`src/rtl/boolean_identity_sweeper.sv`:
```
// boolean_identity_sweeper
//   Walks an exhaustive N-bit input vector through two combinational
//   expression datapaths (LHS and RHS), one vector per cycle. It compares
//   their outputs on every cycle and reports:
//     - the number of mismatching vectors,
//     - the lowest vector that mismatched,
//     - an overall pass flag once the sweep completes.
//
// Ports
//   clk, rst_n       rising-edge clock, asynchronous active-low reset
//   start            begin a sweep (sampled only in IDLE)
//   abort            cancel a running sweep (sampled only in SWEEP)
//   lhs_f, rhs_f     datapath outputs, combinational from vec
//   vec              registered vector driven to both datapaths
//   busy             high while sweeping
//   done             one-cycle pulse on sweep completion
//   pass             1 iff the completed sweep saw zero mismatches
//   mismatch_count   number of mismatching vectors (N+1 bits, holds 2^N)
//   fail_valid       at least one mismatch seen this sweep
//   first_fail       lowest mismatching vector (valid with fail_valid)
//
// State | meaning
// IDLE  | waiting for start; results of the last sweep stay readable
// SWEEP | presenting vectors 0..2^N-1 and comparing one per cycle
// DONE  | one-cycle completion pulse, then back to IDLE
module boolean_identity_sweeper #(
  parameter int N = 3
) (
  input  logic         clk,
  input  logic         rst_n,
  input  logic         start,
  input  logic         abort,
  input  logic         lhs_f,
  input  logic         rhs_f,
  output logic [N-1:0] vec,
  output logic         busy,
  output logic         done,
  output logic         pass,
  output logic [N:0]   mismatch_count,
  output logic         fail_valid,
  output logic [N-1:0] first_fail
);

  typedef enum logic [1:0] {
    IDLE  = 2'd0,
    SWEEP = 2'd1,
    DONE  = 2'd2
  } state_t;

  localparam logic [N-1:0] VEC_LAST = '1;

  state_t       state, state_nxt;
  logic [N-1:0] vec_nxt;
  logic         busy_nxt;
  logic         done_nxt;
  logic         pass_nxt;
  logic [N:0]   count_nxt;
  logic         fail_valid_nxt;
  logic [N-1:0] first_fail_nxt;
  logic         miss;

  assign miss = lhs_f ^ rhs_f;

  always_ff @(posedge clk or negedge rst_n) begin
    if (!rst_n) begin
      state          <= IDLE;
      vec            <= '0;
      busy           <= 1'b0;
      done           <= 1'b0;
      pass           <= 1'b0;
      mismatch_count <= '0;
      fail_valid     <= 1'b0;
      first_fail     <= '0;
    end else begin
      state          <= state_nxt;
      vec            <= vec_nxt;
      busy           <= busy_nxt;
      done           <= done_nxt;
      pass           <= pass_nxt;
      mismatch_count <= count_nxt;
      fail_valid     <= fail_valid_nxt;
      first_fail     <= first_fail_nxt;
    end
  end

  always_comb begin
    state_nxt      = state;
    vec_nxt        = vec;
    busy_nxt       = busy;
    done_nxt       = 1'b0;
    pass_nxt       = pass;
    count_nxt      = mismatch_count;
    fail_valid_nxt = fail_valid;
    first_fail_nxt = first_fail;

    case (state)
      IDLE: begin
        if (start) begin
          state_nxt      = SWEEP;
          vec_nxt        = '0;
          busy_nxt       = 1'b1;
          pass_nxt       = 1'b0;
          count_nxt      = '0;
          fail_valid_nxt = 1'b0;
          first_fail_nxt = '0;
        end
      end

      SWEEP: begin
        if (abort) begin
          // The compare of the aborted cycle is dropped; partial counts stay.
          state_nxt = IDLE;
          busy_nxt  = 1'b0;
          vec_nxt   = '0;
          pass_nxt  = 1'b0;
        end else begin
          if (miss) begin
            count_nxt = mismatch_count + 1'b1;
            // Vectors rise monotonically, so the first miss is the lowest one.
            if (!fail_valid) begin
              fail_valid_nxt = 1'b1;
              first_fail_nxt = vec;
            end
          end
          if (vec == VEC_LAST) begin
            state_nxt = DONE;
            busy_nxt  = 1'b0;
            done_nxt  = 1'b1;
            vec_nxt   = '0;
            // Uses the count including this last compare.
            pass_nxt  = (count_nxt == '0);
          end else begin
            vec_nxt = vec + 1'b1;
          end
        end
      end

      DONE: begin
        state_nxt = IDLE;
      end

      default: begin
        state_nxt = IDLE;
      end
    endcase
  end

endmodule

```
`config.mk`:
```
export PLATFORM = sky130hd
export DESIGN_NAME = boolean_identity_sweeper
export DESIGN_NICKNAME = d
export VERILOG_FILES = /design/src/rtl/boolean_identity_sweeper.sv
export SDC_FILE = /design/constraint.sdc
export NUM_CORES = 1
export LEC_CHECK = 0
export CORE_AREA = 3 3 51 53
export DETAILED_ROUTE_END_ITERATION = 12
export DIE_AREA = 0 0 54 56
export PLACE_DENSITY_LB_ADDON = 0.15
export SETUP_SLACK_MARGIN = 0.02
export SYNTH_ARGS = -nofsm -noshare
export SYNTH_HDL_FRONTEND = slang
export SYNTH_SLANG_ARGS = --single-unit
```
`constraint.sdc`:
```
create_clock -name clk -period 2.7 [get_ports clk]
set_clock_uncertainty 0.2 [all_clocks]
set_input_delay 0.54 -clock clk [delete_from_list [all_inputs] [get_ports clk]]
set_output_delay 0.54 -clock clk [all_outputs]
set_load 0.01 [all_outputs]
```
## Yosys cells after proc, flatten, opt, wreduce, memory -nomap -nowiden

Index checks and enable logic that the tools add are counted.

| operators by class | value |
|---|---|
| add/subtract/negate cells | 2 |
| muxes and demuxes | 32 |
| reduce and logical (&&, ||, !) cells | 9 |
| eq/ne operators | 7 |
| bitwise operators | 1 |

Operators with widths:

| kind | count |
|---|---|
| 4-bit 2-to-1 mux | 5 |
| 3-bit 2-to-1 mux | 6 |
| 3-bit one-hot mux with 2 select lines | 2 |
| 1-bit 2-to-1 mux | 11 |
| 2-bit != test, second input constant | 4 |
| 4-bit one-hot mux with 2 select lines | 1 |
| 2-bit 2-to-1 mux | 3 |
| 1-bit one-hot mux with 2 select lines | 3 |
| 3-bit AND reduction | 2 |
| 5-bit AND reduction | 1 |
| 4-bit by 1-bit adder with 4-bit output, second input constant | 1 |
| 4-bit zero test | 1 |
| 2-bit one-hot mux with 2 select lines | 1 |
| 2-bit AND reduction | 2 |
| 4-bit AND reduction | 1 |
| 3-bit by 1-bit adder with 3-bit output, second input constant | 1 |
| 3-bit == test, second input constant | 1 |
| 3-bit != test, second input constant | 1 |
| 2-bit by 1-bit == test with 1-bit output, second input constant | 1 |
| 2-bit zero test | 1 |
| 2-bit nonzero test | 1 |
| 1-bit XOR | 1 |

| storage, ports and cells | value |
|---|---|
| logic and storage cells | 59 |
| output and inout bits | 14 |
| register bits | 16 |
| bits of input ports | 6 |

## Logic depth before layout (Yosys ltp)

| depth | value |
|---|---|
| depth in word-level cells | 8 |
| gate-level depth with buffers | 6 |
| gate-level depth less buffers | 6 |

## Worst setup path after synthesis

Ideal clock, no wire load.

| timing path | value |
|---|---|
| kind | input -> register |
| start | input rhs_f |
| end | register first_fail[0] |
| buffers on the path | 0 |
| stages | 4 |
| required time | 2.375 ns |
| library setup time | 0.125 ns |
| arrival | 1.320 ns |
| path slack | 1.055 ns |
| cell sequence | xor2_1 nand3b_1 a211o_1 mux2i_1 |

| between the ends | value |
|---|---|
| cells in the longest elaborated chain, start to end | 3 |

Ends and longest elaborated chain:

| item | line | source |
|---|---|---|
| start: declaration | 34 | `input logic rhs_f,` |
| 1-bit XOR | 62 | `assign miss = lhs_f ^ rhs_f;` |
| 2-bit != test (no source line) | -- |  |
| 5-bit AND reduction (no source line) | -- |  |
| end signal: assignment | 82 | `first_fail <= first_fail_nxt;` |
| end: declaration | 41 | `output logic [N-1:0] first_fail` |

Every way passes these cells.
A chain may end at the register's enable or synchronous reset.

## Worst setup path after layout

| timing path | value |
|---|---|
| start | register vec[0] |
| end | output vec[0] |

RTL lines:

| item | line | source |
|---|---|---|
| start: declaration | 35 | `output logic [N-1:0] vec,` |
| start signal: assignment | 76 | `vec <= vec_nxt;` |

No word-level cell between the ends.

==> results.json <==
{
  "status": "finished clean",
  "fin_nets": 103,
  "final_core_util_pct": 47.0,
  "drt_pass1_iterations": 4,
  "slew_headroom_pct": 52.3,
  "rsz0062_at_grt": "false",
  "synth_top_area_cell": "dfrtp_1",
  "postCtsSetupRepairBufs": 0,
  "synth_top_area_share_pct": 52.1,
  "dp_hpwl_um": 1200,
  "viasPerCell": 4.99,
  "crit_path_start_kind": "flop",
  "arrival_ps": 1300,
  "antenna_found_initial": 0,
  "num-fill-cells": 221,
  "netlist_instances": 70,
  "drt_iter0_drc": 11,
  "clk_pin_slew_ps": 100,
  "end_kind": "output port",
  "r2r_start": "state[1]",
  "ant_nets": 0,
  "wl_um": 1620,
  "routabilityCongestion": 0.751,
  "max_freq_mhz": 490,
  "num_vias": 604,
  "synth.avg_cell_area_um2": 11.0,
  "ctsResizeCount": 0,
  "cpLargestDelayFamily": "buffers and inverters",
  "period_share_pct": 75.6,
  "ys_warn_count": 0,
  "irDropWorstVdd_uv": 227,
  "min_path_type": "reg2reg",
  "drc": 0,
  "cts_sinks": 16,
  "yosys-top-cells-count": "16 x dfrtp_1, 11 x nand2_1, 4 x mux2i_1, 4 x nor2b_1, 4 x o21ai_1",
  "dieArea_um2": 3020,
  "reg2reg_to": "mismatch_count[0]",
  "synth.distinct_cells": 24,
  "max_stage_delay_ps": 570,
  "worstRegToRegCells": 3,
  "post-route-min-period_ps": 2040,
  "cts_hold_buf": 0,
  "slew_violations": 0,
  "worst-path-max-fanout": 5,
  "die_y_um": 56,
  "critPathLaunch": "vec[0]",
  "fp-row-count": 17,
  "path_depth": 1,
  "overflow": 0,
  "crit_end": "vec[0]",
  "wl_per_cell_um": 13.4,
  "crit_path_top_delay_cell": "clkdlybuf4s50_1",
  "synth_area_um2": 768,
  "track_usage_pct": 13.2,
  "syn_to_final_growth_pct": 34.0,
  "die_w_um": 54,
  "crit_path_cell_trace": "clkdlybuf4s50_1",
  "io_pins": 20,
  "n_antenna_cell": 0,
  "h-tree-depth": 1,
  "cts_tree": "built",
  "async_flop_share_pct": 100,
  "grt_pass1_vias": 651,
  "port_buffers": 19,
  "ys_seq_area_share_pct": 52.1,
  "p_per_area_nw_per_um2": 586,
  "setup_violations": 0,
  "ys.flop_type": "dfrtp_1",
  "syn_nets": 79,
  "cts_max_path_buffers": 2,
  "cts_buffers": 3,
  "hold_violations": 0,
  "drive_gt1_share_pct": 5.38,
  "grt_pass1_wl_um": 2980,
  "synth_most_common_cell": "dfrtp_1",
  "netlist_top_cells_area": "dfrtp_1 52%, nand2_1 5.4%, mux2i_1 5.2%, ha_1 4.9%, a22o_1 3.4%",
  "synth_seq_cells": 16,
  "r2r_setup_slack_ps": 1010,
  "grt_max_degree": 17,
  "critPathKind": "reg2out",
  "required_ps": 1960,
  "synth_edf_count": 0,
  "coreArea_um2": 2190,
  "tns_ps": 0,
  "leakagePower_nw": 0.462,
  "drv_cap": 0,
  "initial_core_util_pct": 35.1,
  "crit_buf_inv": 1,
  "root_buffer": "clkbuf_4",
  "insertion_delay_ps": 280,
  "max_slew.worst_pin.slew_ps": 713
}
-- worst min path at each step --
| stage | depth (start not counted) | startpoint | slack [ps] | endpoint |
|---|---|---|---|---|
| detailed placement | 1 | fail_valid | 320 | fail_valid |
| global route | 2 | mismatch_count[3] | 380 | mismatch_count[3] |
| floorplan | 0 | rst_n | 40 | busy |
| finish | 2 | first_fail[0] | 340 | first_fail[0] |
| global placement | 1 | fail_valid | 310 | fail_valid |
| CTS | 2 | first_fail[0] | 340 | first_fail[0] |
-- final cells by class --
type / instances / area [um2] / share of cell area [%]
sequential: 16 / 400 / 38.9
multi-input combinational: 53 / 364 / 35.4
timing repair buffer: 19 / 190 / 18.5
clock buffer: 4 / 36.3 / 3.52
tap: 28 / 35.0 / 3.40
inverter: 1 / 3.75 / 0.365
-- registers in the layout (all words and copies together) (netlist names) --
signal          flops
mismatch_count      4
first_fail          3
vec                 3
state               2
busy                1
done                1
fail_valid          1
pass                1
-- routing by layer --
layer	GRT usage [%]	vias up	wire, um
li1	-	296	-
met1	19.6	294	849
met2	18.2	12	685
met3	2.68	2	65
met4	5.34	0	16
met5	0	-	0
-- metrics by stage --
step | hold slack, ps | instance area, um2 | power, mW | setup WS (ps) | cells
2_1_floorplan | 44.4 | 768 | 0.370 | 1050 | 70
3_3_place_gp | 308 | 993 | 0.447 | 431 | 117
3_5_place_dp | 322 | 993 | 0.449 | 380 | 117
4_1_cts | 339 | 1030 | 0.610 | 651 | 121
5_1_grt | 375 | 1030 | 0.647 | 580 | 121
6_report | 335 | 1030 | 0.603 | 658 | 121
-- report_power, final --
part / internal (mW) / switching, mW / leakage (nW)
sequential: 0.264 / 0.0283 / 0.213
clock: 0.0820 / 0.0795 / 0.0210
combinational: 0.0807 / 0.0691 / 0.227
-- cell usage in the layout, fill, tap and decap left out, drive strengths merged --
cell type,Yosys,layout
clkdlybuf4s50,0,19
dfrtp,16,16
nand2,11,11
o21ai,6,6
nor2b,4,4
mux2i,4,4
clkbuf,0,4
a22o,3,3
a21oi,3,3
xor2,3,3
ha,3,3
and2,2,2
xnor2,2,2
nand2b,2,2
nor3b,1,1
o21bai,1,1
inv,1,1
nor2,1,1
nand4,1,1
a41o,1,1
or3b,1,1
nand3b,1,1
o21a,1,1
a211o,1,1
o31ai,1,1
-- kinds of logic (layout without fill, tap and decap cells) --
group | Yosys count | after routing | share of synthesized area (%)
flops | 16 | 16 | 52.1
buf+inv | 1 | 24 | 0.488
mux | 4 | 4 | 5.21
simple gates | 24 | 24 | 16.9
xor+xnor | 5 | 5 | 5.70
fa+ha+maj | 3 | 3 | 4.89
compound gates | 17 | 17 | 14.7
(Power assumes the default switching activity.)
